==> config.mk <==
export PLATFORM = sky130hd
export DESIGN_NAME = clock_set_controller
export DESIGN_NICKNAME = d
export VERILOG_FILES = /design/src/rtl/clock_set_controller.sv
export SDC_FILE = /design/constraint.sdc
export NUM_CORES = 1
export LEC_CHECK = 0
export ABC_AREA = 1
export BUFFER_PORTS_ARGS = -buffer_cell sky130_fd_sc_hd__buf_4
export CORE_UTILIZATION = 57
export DETAILED_ROUTE_END_ITERATION = 8
export PLACE_DENSITY = 0.79
export SLEW_MARGIN = 30
export SYNTH_ARGS = -nofsm -noshare
export SYNTH_HDL_FRONTEND = slang
export SYNTH_SLANG_ARGS = --single-unit
==> constraint.sdc <==
create_clock -name clock -period 2 [get_ports clock]
set_input_delay 0.2 -clock clock [delete_from_list [all_inputs] [get_ports clock]]
set_output_delay 0.2 -clock clock [all_outputs]
set_load 0.03 [all_outputs]
==> src/rtl/clock_set_controller.sv <==
// Front-panel set-time controller: debounces MODE/INC, runs the hour/minute edit
// state machine and drives run/load to the time counters plus display controls.
module clock_set_controller #(
   parameter int DB_COUNT     = 4,
   parameter int REPEAT_TICKS = 8,
   parameter int TIMEOUT_SEC  = 30
) (
   input  logic       clock,
   input  logic       reset,
   input  logic       sample_tick,
   input  logic       second_tick,
   input  logic       btn_mode,
   input  logic       btn_inc,
   input  logic [4:0] cur_hour,
   input  logic [5:0] cur_minute,
   output logic       run,
   output logic       load,
   output logic [4:0] load_hour,
   output logic [5:0] load_minute,
   output logic [4:0] show_hour,
   output logic [5:0] show_minute,
   output logic [1:0] edit_field,
   output logic       blink
);

   localparam logic [3:0] DB_LAST  = 4'(DB_COUNT - 1);
   localparam logic [7:0] REP_LAST = 8'(REPEAT_TICKS - 1);
   localparam logic [5:0] TO_LAST  = 6'(TIMEOUT_SEC - 1);

   typedef enum logic [1:0] {
      S_RUN      = 2'd0,
      S_SET_HOUR = 2'd1,
      S_SET_MIN  = 2'd2,
      S_COMMIT   = 2'd3
   } state_t;

   state_t     r_state;
   logic       r_mode_s1, r_mode_s2, r_inc_s1, r_inc_s2;
   logic       r_mode_db, r_inc_db, r_mode_db_d, r_inc_db_d;
   logic [3:0] r_mode_cnt, r_inc_cnt;
   logic [7:0] r_rep_cnt;
   logic       r_run, r_load, r_blink;
   logic [1:0] r_edit_field;
   logic [4:0] r_load_hour, r_edit_hour;
   logic [5:0] r_load_minute, r_edit_minute;
   logic [5:0] r_to_cnt;

   logic       w_mode_press, w_inc_press;
   logic [4:0] w_cap_hour;
   logic [5:0] w_cap_minute;

   always_ff @(posedge clock or posedge reset) begin
      if (reset) begin
         r_mode_s1   <= 1'b0;
         r_mode_s2   <= 1'b0;
         r_inc_s1    <= 1'b0;
         r_inc_s2    <= 1'b0;
         r_mode_db   <= 1'b0;
         r_inc_db    <= 1'b0;
         r_mode_db_d <= 1'b0;
         r_inc_db_d  <= 1'b0;
         r_mode_cnt  <= 4'd0;
         r_inc_cnt   <= 4'd0;
         r_rep_cnt   <= 8'd0;
      end else begin
         r_mode_s1   <= btn_mode;
         r_mode_s2   <= r_mode_s1;
         r_inc_s1    <= btn_inc;
         r_inc_s2    <= r_inc_s1;
         r_mode_db_d <= r_mode_db;
         r_inc_db_d  <= r_inc_db;
         if (sample_tick) begin
            if (r_mode_s2 == r_mode_db) begin
               r_mode_cnt <= 4'd0;
            end else if (r_mode_cnt == DB_LAST) begin
               r_mode_db  <= ~r_mode_db;
               r_mode_cnt <= 4'd0;
            end else begin
               r_mode_cnt <= r_mode_cnt + 4'd1;
            end
            if (r_inc_s2 == r_inc_db) begin
               r_inc_cnt <= 4'd0;
            end else if (r_inc_cnt == DB_LAST) begin
               r_inc_db  <= ~r_inc_db;
               r_inc_cnt <= 4'd0;
            end else begin
               r_inc_cnt <= r_inc_cnt + 4'd1;
            end
         end
         // Repeat counter only runs while INC is held down (debounced)
         if (!r_inc_db) begin
            r_rep_cnt <= 8'd0;
         end else if (sample_tick) begin
            r_rep_cnt <= (r_rep_cnt == REP_LAST) ? 8'd0 : r_rep_cnt + 8'd1;
         end
      end
   end

   assign w_mode_press = r_mode_db & ~r_mode_db_d;
   assign w_inc_press  = (r_inc_db & ~r_inc_db_d) |
                         (r_inc_db & sample_tick & (r_rep_cnt == REP_LAST));
   assign w_cap_hour   = (cur_hour > 5'd23) ? 5'd0 : cur_hour;
   assign w_cap_minute = (cur_minute > 6'd59) ? 6'd0 : cur_minute;

   always_ff @(posedge clock or posedge reset) begin
      if (reset) begin
         r_state       <= S_RUN;
         r_run         <= 1'b1;
         r_load        <= 1'b0;
         r_load_hour   <= 5'd0;
         r_load_minute <= 6'd0;
         r_edit_field  <= 2'd0;
         r_blink       <= 1'b0;
         r_edit_hour   <= 5'd0;
         r_edit_minute <= 6'd0;
         r_to_cnt      <= 6'd0;
      end else begin
         r_load <= 1'b0;
         case (r_state)
            S_RUN: begin
               r_run        <= 1'b1;
               r_edit_field <= 2'd0;
               r_blink      <= 1'b0;
               if (w_mode_press) begin
                  r_state       <= S_SET_HOUR;
                  r_run         <= 1'b0;
                  r_edit_field  <= 2'd1;
                  r_edit_hour   <= w_cap_hour;
                  r_edit_minute <= w_cap_minute;
                  r_to_cnt      <= 6'd0;
               end
            end
            S_SET_HOUR, S_SET_MIN: begin
               // Mode beats inc, and any press beats a same-cycle second_tick
               if (w_mode_press) begin
                  r_blink  <= 1'b0;
                  r_to_cnt <= 6'd0;
                  if (r_state == S_SET_HOUR) begin
                     r_state      <= S_SET_MIN;
                     r_edit_field <= 2'd2;
                  end else begin
                     r_state       <= S_COMMIT;
                     r_edit_field  <= 2'd0;
                     r_load        <= 1'b1;
                     r_load_hour   <= r_edit_hour;
                     r_load_minute <= r_edit_minute;
                  end
               end else if (w_inc_press) begin
                  r_blink  <= 1'b0;
                  r_to_cnt <= 6'd0;
                  if (r_state == S_SET_HOUR)
                     r_edit_hour <= (r_edit_hour == 5'd23) ? 5'd0 : r_edit_hour + 5'd1;
                  else
                     r_edit_minute <= (r_edit_minute == 6'd59) ? 6'd0 : r_edit_minute + 6'd1;
               end else if (second_tick) begin
                  if (r_to_cnt == TO_LAST) begin
                     r_state      <= S_RUN;
                     r_run        <= 1'b1;
                     r_edit_field <= 2'd0;
                     r_blink      <= 1'b0;
                     r_to_cnt     <= 6'd0;
                  end else begin
                     r_to_cnt <= r_to_cnt + 6'd1;
                     r_blink  <= ~r_blink;
                  end
               end
            end
            S_COMMIT: begin
               r_state  <= S_RUN;
               r_run    <= 1'b1;
               r_to_cnt <= 6'd0;
            end
            default: r_state <= S_RUN;
         endcase
      end
   end

   assign run         = r_run;
   assign load        = r_load;
   assign load_hour   = r_load_hour;
   assign load_minute = r_load_minute;
   assign edit_field  = r_edit_field;
   assign blink       = r_blink;
   assign show_hour   = (r_state == S_RUN) ? cur_hour : r_edit_hour;
   assign show_minute = (r_state == S_RUN) ? cur_minute : r_edit_minute;

endmodule

==> key figures, run 1 <==
Floorplan
  • Initial Utilization: 59.12%
  • Die X: 77.34 um
  • Row count: 27
  • Die ar.: 5981 sq um
  • Die H: 77.34 um
  • Core area: about 5500 sq um
  • # IOs: 44

Clock tree
  • TritonCTS clock tree: done
  • Clock sink count: 59
  • # H-tree levels: 3
  • Clk Latency, worst-skew pair: ~0.34 ns
  • CTS Root Cell: clkbuf_8
  • Post-CTS Setup Repair Bufs: 0
  • CTS Buffer Depth: 2
  • Clock slew at reported path FFs: 0.06 ns
  • TritonCTS Buffers: 9

Critical path
  • WP data arrival: 2.11 ns
  • Slowest stage delay, CP: 0.42 ns
  • Worst Path Max Fanout: 9
  • Reg-to-reg slack, setup: 0.15 ns
  • WS Path Type: flop to flop
  • Worst R2R Path Depth: 7
  • Crit-path cells: inv_1 -> ha_2 -> nand2_2 -> nor2_2 -> nand3_1 -> or2_1 -> o21ai_1
  • R2R Path End: blink
  • Slowest cell on crit path: ha_2
  • Critical Path End Type: flop
  • Critical Path Sink: blink
  • Worst r2r src: r_state[0]
  • Worst Setup SP: r_state[0]
  • Worst Path Required: 2.26 ns
  • Critical path launch point type: flop

Final layout
  • Fill count: 455
  • Post-route cell area: 3861 sq um
  • Synth-to-Final Area Change: 19.33%
  • ANT cells: 0
  • Share of layout cells above drive strength 1: 18.97%
  • Sequential Area: between 1000 and 1500 sq um
  • Multi-input gate area: 1541 sq um
  • # nets final: 488

GRT
  • Total track usage: 26.29%
  • Largest net degree at the start of global routing: 33
  • First-pass GRT wire length: 12.26 mm
  • Global route overflow: 0
  • Vias in the first global route: approximately 2,700
  • Antenna violations before repair: 0

Routing
  • DR vias/cell: 5.269
  • Via count: approximately 2,800
  • DR iter-0 viols: 123
  • Detail Route Antenna Nets: 0
  • WL/cell: 12.79 um
  • Final wirelength: 6.853 mm
  • TritonRoute pass-1 iters: 4
  • DRC Markers: 0

Logic synthesis
  • Synth cell types: 31
  • Top cells by area, synth: dfrtp_1, nand2_1, nand3_1
  • Cell count after synthesis: approximately 410
  • Yosys top cell by area: dfrtp_1
  • Net count after synthesis: 434
  • Top-area cell type share of the netlist area: 44.86%
  • Synth Register Bits: 59
  • YS warnings: 0
  • Register area share after synthesis: 45.67%
  • Post-synthesis cell area: between 3000 and 4000 sq um
  • Mean Syn Cell Area: 7.969 sq um

Run status
  • Status: complete, no violations

Timing
  • Clock Skew: about 0.0076 ns
  • Final min period: 1.854 ns
  • Setup Viol. Count Final: 0
  • Min Hold Slack: 0.1499 ns
  • Least-Margin Pin Slew: 0.4078 ns
  • Fin Setup TNS: 0 ns
  • Period Utilization, post-route: 92.69%
  • RSZ-0062 raised after global routing: false
  • Max Slew Vio Count: 0
  • Max frequency: about 0.54 GHz
  • Slew headroom: 72.79%
  • Final Hold Fails: 0

Placement
  • Post-DP Area: 3664 sq um
  • Gpl congestion: 0.8509
  • Port Buffers: 43
  • Post-DP HPWL: ~5 mm

Pwr
  • Leakage power: 1.919 nW
  • VDD IR-drop max: 0.0009052 V
  • Pwr per Cell Area: 1559 nW/um^2

Min path
  • Hold crit path type: primary input to flop

Job
  • Max-cap violations: 0
## cells in the mapped netlist
master / number
buf_2: 4
nor2_4: 2
or2_1: 1
o31ai_1: 1
a21oi_1: 8
o21ai_2: 2
nand2_1: 105
nand2_4: 4
nand3_1: 45
a21oi_4: 1
o21a_1: 3
xor2_1: 11
ha_1: 11
inv_2: 5
inv_1: 44
a31oi_1: 3
o21ai_0: 20
nand2_2: 5
nor2_1: 26
nand3_2: 1
nor2_2: 4
clkbuf_1: 4
dfstp_2: 1
nand4_1: 6
o22ai_1: 7
xnor2_1: 4
dfrtp_1: 58
o21bai_1: 1
a21boi_2: 1
o21ai_1: 16
nor3_1: 2
## worst max-delay path: cells and delay by family (launching register included)
kind,cells,cell delay (ns)
fa+ha+maj,1,0.42
buf+inv,1,0.09
compound gates,1,0.12
simple gates,4,0.75
flops,1,0.40
## kinds of logic (layout without fill, tap and decap cells)
kind of cell / after synthesis / count (layout) / synth area share (%)
and+or+nand+nor: 201 / 201 / 27.96
adders and majority gates: 11 / 11 / 4.254
buffers and inverters: 57 / 115 / 6.767
xor gates and xnor gates: 15 / 15 / 4.060
AOI/OAI and AO/OA: 63 / 63 / 11.29
DFF: 59 / 59 / 45.67
## cell usage in the layout, fill, tap and decap left out, types with 2 or more instances in the layout
cell	synthesis	layout
nand2_1	105	105
dfrtp_1	58	58
buf_4	0	46
nand3_1	45	45
inv_1	44	43
nor2_1	26	26
o21ai_0	20	20
o21ai_1	16	16
xor2_1	11	11
ha_1	11	10
clkbuf_8	0	10
a21oi_1	8	8
o22ai_1	7	7
inv_2	5	6
nand4_1	6	6
nand2_2	5	5
nand2_4	4	4
nor2_2	4	4
xnor2_1	4	4
a31oi_1	3	3
o21a_1	3	3
clkbuf_1	4	3
dlygate4sd3_1	0	3
nor2_4	2	2
o21ai_2	2	2
nor3_1	2	2
## layer usage
| layer | vias up | global-route usage (%) | part of all wire [%] |
|---|---|---|---|
| met5 | - | 0 | 0 |
| met4 | 0 | 10.57 | 1.8 |
| met3 | 12 | 6.824 | 3.9 |
| met2 | 54 | 42.04 | 48 |
| met1 | 1331 | 34.06 | 46 |
| li1 | 1427 | - | - |
## registers in the layout, indices dropped and copies added (netlist names), 2 cells and up
name and count:
r_to_cnt 6, load_hour 5, r_inc_cnt 4, r_edit_minute 6, r_rep_cnt 8, r_state 2, load_minute 6, r_edit_hour 5
r_mode_cnt 4, edit_field 2
## worst min path at each step
stage | slack (ns) | cells after the start | endpoint | start
finish | 0.15 | 3 | run | second_tick
global route | 0.16 | 2 | r_inc_cnt[3] | sample_tick
CTS | 0.13 | 3 | run | second_tick
detailed placement | 0.21 | 2 | r_edit_hour[4] | reset
global placement | 0.21 | 2 | r_edit_hour[2] | reset
floorplan | 0.23 | 0 | r_inc_s1 | btn_inc
## layout make-up
type | instances | area share (%)
clock inverters | 2 | 0.3240
repair buffers | 51 | 10.53
inverters | 49 | 4.763
multi-input cells | 290 | 39.92
well taps | 72 | 2.333
flip-flops and latches | 59 | 38.27
clock buffers | 13 | 3.856
## repair_timing
item	in CTS	in global routing
resized for setup	0	2
hold buffers	3	0
endpoints found under the hold margin	16	0
setup endpoints to repair	0	13
## per-stage QoR
| step | std cells | util (%) | power, mW | worst slack (ns) |
|---|---|---|---|---|
| 4_1_cts | 536 | 70.44 | 6.013 | 0.05222 |
| 3_5_place_dp | 518 | 66.94 | 5.081 | 0.1212 |
| 3_3_place_gp | 518 | 66.94 | 4.966 | 0.2360 |
| 2_1_floorplan | 406 | - | 4.172 | 0.1932 |
| 5_1_grt | 536 | 70.55 | 6.501 | 0.006412 |
| 6_report | 536 | 70.55 | 6.018 | 0.1463 |
## report_power, final
part | total (mW) | internal (mW) | leakage, nW | switching (mW)
sequential | 1.88 | 1.56 | 0.773 | 0.321
clock | 0.921 | 0.476 | 0.0795 | 0.446
combinational | 3.22 | 1.12 | 1.07 | 2.09
Note: power is estimated with default switching activity, not from simulation.
==> run 2, diff against run 1 <==
CORE_UTILIZATION = 62   (was 57)
PLACE_DENSITY = 0.85   (was 0.79)
clock period = 2.2 ns   (was 2 ns; I/O delays follow)
==> key figures, run 2 (synthesis results as in run 1) <==
Final layout
  • Sequential Area: 1478 sq um
  • Share of layout cells above drive strength 1: 19.40%
  • Fill count: 330
  • Multi-input gate area: 1539 sq um
  • Most common cell after layout, fill and taps aside: nand2_1
  • Biggest register: r_rep_cnt
  • Post-route cell area: 3892 sq um
  • Most frequent cells in the layout: nand2_1, dfrtp_1, buf_4, nand3_1, inv_1
  • ANT cells: 0
  • Synth-to-Final Area Change: 20.30%
  • Layout Utilization: ~80%
  • # nets final: 487
  • Number of flip-flops in the largest register: 8

Timing
  • Setup Viol. Count Final: 0
  • Slew headroom: slightly above 70%
  • RSZ-0062 raised after global routing: false
  • Period Utilization, post-route: 90.04%
  • Final Hold Fails: 0
  • Final min period: 1.981 ns
  • Least-Margin Pin Slew: approximately 0.41 ns
  • Max Slew Vio Count: 0
  • Clock Skew: 0.004482 ns
  • Max frequency: roughly 0.5 GHz
  • Fin Setup TNS: 0 ns

Critical path
  • Worst Path Required: 1.98 ns
  • WP data arrival: 1.76 ns
  • Critical Path End Type: primary output
  • WS Path Type: flop to primary output
  • Reg-to-reg slack, setup: 0.33 ns
  • Worst Path Max Fanout: 23
  • R2R Path End: r_edit_hour[1]
  • Worst R2R Path Depth: 9
  • Worst r2r src: r_state[1]
  • Critical path launch point type: flop

Pwr
  • VDD IR-drop max: between 0.0007 and 0.0008 V
  • Total design power: approximately 5.7 mW
  • Leakage power: 1.943 nW
  • Pwr per Cell Area: 1464 nW/um^2

Floorplan
  • # IOs: 44
  • Row count: 25
  • Initial Utilization: 66.31%
  • Die ar.: 5512 sq um
  • Die H: approximately 74 um
  • Core area: 4880 sq um
  • Die X: approximately 74 um

Min path
  • Min-delay src: sample_tick
  • Hold crit path type: primary input to flop
  • Hold Path End: r_inc_cnt[3]
  • Hold path depth: 2

Placement
  • Gpl congestion: about 0.85
  • Port Buffers: 43
  • Post-DP HPWL: about 4.9 mm
  • Post-DP Area: 3650 sq um

Routing
  • Via count: 2,879
  • Final wirelength: 7.165 mm
  • TritonRoute pass-1 iters: 4
  • DR vias/cell: between 5 and 6
  • Detail Route Antenna Nets: 0
  • WL/cell: 13.49 um
  • DRC Markers: 0
  • DR iter-0 viols: 200

GRT
  • Total track usage: a little under 30%
  • Largest net degree at the start of global routing: 60
  • Global route overflow: 0
  • Antenna violations before repair: 0
  • Vias in the first global route: 2,856
  • First-pass GRT wire length: 12.01 mm

Clock tree
  • CTS Buffer Depth: 2
  • TritonCTS clock tree: done
  • Resized Gates After CTS: 0
  • CTS Root Cell: clkbuf_8
  • Clock slew at reported path FFs: 0.07 ns
  • TritonCTS Buffers: 9
  • # H-tree levels: 3
  • Clock sink count: 59
  • Clk Latency, worst-skew pair: 0.34 ns

Run status
  • Status: complete, no violations

Job
  • Max-cap violations: 0
[run 2: cell types whose count changed in the layout (fill, tap and decap cells not counted), sizes merged]
cell    previous run  this run
clkbuf            13        12
clkinv             1         2
buf               48        47
bufinv             0         1
[run 2: how the worst max path moves through the flow]
stage                           from  cells past startpoint              to
after CTS                 r_state[1]                      6  show_minute[1]
after detailed placement  r_state[0]                      9  r_edit_hour[4]
after global placement    r_state[0]                      7           blink
final                     r_state[1]                      6  show_minute[1]
after floorplan           r_state[0]                      4    show_hour[0]
after global routing      r_state[0]                      6  show_minute[2]
[run 2: power breakdown]
group | leakage (nW) | internal, mW | switching, mW
clock network | 0.108 | 0.611 | 0.425
registers | 0.773 | 1.42 | 0.283
logic | 1.06 | 1.01 | 1.95
[run 2: through the flow]
step | setup WS [ns] | hold WS, ns | std cells
2_1_floorplan | 0.3732 | 0.2514 | 406
3_3_place_gp | 0.5194 | 0.3113 | 512
3_5_place_dp | 0.4208 | 0.3133 | 512
4_1_cts | 0.2476 | 0.1639 | 531
5_1_grt | 0.1152 | 0.1731 | 531
6_report | 0.2191 | 0.1712 | 531
[run 2: layout make-up]
| cell class | instances | area share [%] |
|---|---|---|
| inverter | 49 | 4.725 |
| sequential | 59 | 37.96 |
| timing repair buffer | 50 | 10.16 |
| clock inverter | 4 | 1.221 |
| multi-input combinational | 290 | 39.54 |
| tap | 67 | 2.154 |
| clock buffer | 12 | 4.243 |
[run 2: repair_timing]
action / CTS / global route
endpoints found under the hold margin: 60 / 0
hold buffers: 3 / 0
buffers inserted: 0 / 0
endpoints found under the setup margin: 0 / 0
[run 2: metal layers]
layer | vias to the layer above | track usage [%] | share of wire (%)
met3 | 20 | 7.724 | 4.4
met2 | 70 | 49.29 | 50
li1 | 1424 | - | -
met5 | - | 0 | 0
met4 | 0 | 13.84 | 2.4
met1 | 1365 | 34.54 | 43
[run 2: worst max-delay path, cell delays in order, from the launching register on]
cell     delay (ns)
dfrtp_1        0.41
inv_1          0.10
ha_1           0.26
buf_4          0.27
nand2_1        0.08
o21ai_0        0.10
buf_4          0.20
==> run 3, diff against run 2 <==
==> constraint.sdc (replaced) <==
create_clock -name clock -period 2.2 [get_ports clock]
set_input_delay 0.55 -clock clock [delete_from_list [all_inputs] [get_ports clock]]
set_output_delay 0.55 -clock clock [all_outputs]
set_load 0.03 [all_outputs]
==> key figures, run 3 (synthesis results as in run 1) <==
GRT
  • Largest net degree at the start of global routing: 43
  • Global route overflow: 0
  • Antenna violations before repair: 0
  • First-pass GRT wire length: 10.90 mm
  • Vias in the first global route: 2,560
  • Total track usage: 26.58%

Clock tree
  • TritonCTS clock tree: done
  • Clock slew at reported path FFs: 0.07 ns
  • CTS Buffer Depth: 2
  • Clk Latency, worst-skew pair: 0.34 ns
  • TritonCTS Buffers: 9
  • Clock sink count: 59
  • CTS Root Cell: clkbuf_8
  • # H-tree levels: 3

Pwr
  • Switching Share: 47.00%
  • Leakage power: 1.930 nW
  • VDD IR-drop max: 0.0009943 V
  • Power share of the clock group: 16.3%
  • Combinational power share: 53.0%
  • Pwr per Cell Area: 1444 nW/um^2
  • Sw Pwr: 2.622 mW
  • Seq pwr share: 30.8%
  • Internal power: 2.957 mW

Floorplan
  • # IOs: 44
  • Die ar.: about 5500 sq um
  • Row count: 25
  • Initial Utilization: 66.31%
  • Die X: 74.24 um
  • Core area: 4880 sq um
  • Die H: 74.24 um

Timing
  • Final min period: 2.148 ns
  • Clock Skew: 0.008752 ns
  • Fin Setup TNS: 0 ns
  • Setup Viol. Count Final: 0
  • Slew headroom: 72.32%
  • Final Hold Fails: 0
  • Least-Margin Pin Slew: 0.4153 ns
  • Max frequency: between 0.4 and 0.5 GHz
  • Max Slew Vio Count: 0
  • Period Utilization, post-route: a little over nine tenths

Critical path
  • Worst Path Max Fanout: 25
  • WS Path Type: flop to primary output
  • Worst Path Required: about 1.7 ns
  • Critical path launch point type: flop
  • Slowest stage delay, CP: approximately 0.39 ns
  • Crit-path leading delay family: buffers and inverters
  • WP data arrival: between 1.5 and 2 ns
  • Critical Path End Type: primary output
  • Buf+Inv Stages, Crit Path: 3
  • Crit-path cells: inv_1 -> ha_1 -> buf_8 -> o21ai_0 -> buf_4
  • Slowest cell on crit path: dfrtp_1

Routing
  • DR iter-0 viols: 241
  • DRC Markers: 0
  • DR vias/cell: 5.416
  • Via count: 2,876
  • Final wirelength: a little under 7 mm
  • TritonRoute pass-1 iters: 4
  • Detail Route Antenna Nets: 0
  • WL/cell: 13.05 um

Final layout
  • ANT cells: 0
  • Most frequent cells in the layout: nand2_1, dfrtp_1, buf_4, nand3_1, inv_1
  • Biggest register: r_rep_cnt
  • Layout Utilization: about 79%
  • Share of layout cells above drive strength 1: 19.40%
  • Most common cell after layout, fill and taps aside: nand2_1
  • # nets final: 487
  • Number of flip-flops in the largest register: 8
  • Synth-to-Final Area Change: 19.41%

Run status
  • Status: complete, no violations

Placement
  • Gpl congestion: 0.8597
  • Port Buffers: 43
  • Post-DP HPWL: 4.850 mm

Job
  • Max-cap violations: 0

Min path
  • Hold crit path type: primary input to async pin
==> run 3: cell count changes in the layout (fill, tap and decap cells not counted), sizes merged <==
cell and change:
buf +3, clkinv -2, dlygate4sd3 -3, bufinv -1, clkbuf +3
==> run 3: final timing paths <==
check / start / slack, ns / cells past startpoint / endpoint
max in group asynchronous: reset / 1.42 / 3 / run
worst max-delay path: r_state[1] / 0.05 / 5 / show_minute[1]
worst min register to register: r_mode_s1 / 0.36 / 0 / r_mode_s2
min in group clock: btn_inc / 0.32 / 1 / r_inc_s1
worst max register to register: r_state[1] / 0.26 / 7 / blink
worst min-delay path: reset / 0.19 / 2 / r_to_cnt[3]
==> run 3: worst register-to-register path, stage by stage (launching register included) <==
cell	delay (ns)
dfrtp_1	0.39
inv_1	0.09
ha_1	0.54
nand2_2	0.13
nor2_2	0.20
nand3_1	0.15
or2_1	0.23
o21ai_1	0.13
==> run 3: routing by layer <==
metal | part of all wire (%) | wire [um] | global-route usage (%) | up-vias
li1 | - | - | - | 1424
met1 | 43 | 2986 | 33.87 | 1358
met2 | 50 | 3481 | 43.13 | 84
met3 | 5.1 | 351 | 6.775 | 10
met4 | 1.6 | 112 | 11.74 | 0
met5 | 0 | 0 | 0 | -
==> run 3: layout make-up <==
| type | instances | area, sq um |
|---|---|---|
| Multi-Input combinational cell | 290 | 1539 |
| Sequential cell | 59 | 1478 |
| Fill cell | 342 | 1016 |
| Timing Repair Buffer | 50 | 395.4 |
| Inverter | 49 | 183.9 |
| Clock buffer | 15 | 176.4 |
| Tap cell | 67 | 83.83 |
| Clock inverter | 1 | 7.507 |
==> run 3: timing repair <==
action / in CTS / in global routing
gates resized for setup: 0 / 4
endpoints found under the setup margin: 0 / 11
hold buffers: 0 / 0
setup buffers: 0 / 4
==> run 3: metrics by stage <==
| step | cells | instance area (sq um) | worst slack (ns) | hold WS, ns | total power [mW] |
|---|---|---|---|---|---|
| after detailed placement | 511 | 3642 | 0.2826 | 0.3472 | 4.569 |
| after floorplan | 406 | 3236 | 0.04315 | 0.3312 | 3.793 |
| after global placement | 511 | 3642 | 0.3576 | 0.3338 | 4.484 |
| final | 531 | 3864 | 0.05230 | 0.1890 | 5.579 |
| after CTS | 527 | 3826 | 0.005367 | 0.1974 | 5.514 |
| after global routing | 531 | 3864 | -0.05029 | 0.2113 | 5.969 |
==> run 3: power groups by stage <==
stage	logic [mW]	clock network (mW)	registers (mW)
3_5_place_dp	2.84	0	1.73
4_1_cts	2.88	0.925	1.71
5_1_grt	3.23	0.972	1.76
2_1_floorplan	1.92	0	1.87
6_report	2.96	0.908	1.72
3_3_place_gp	2.76	0	1.72
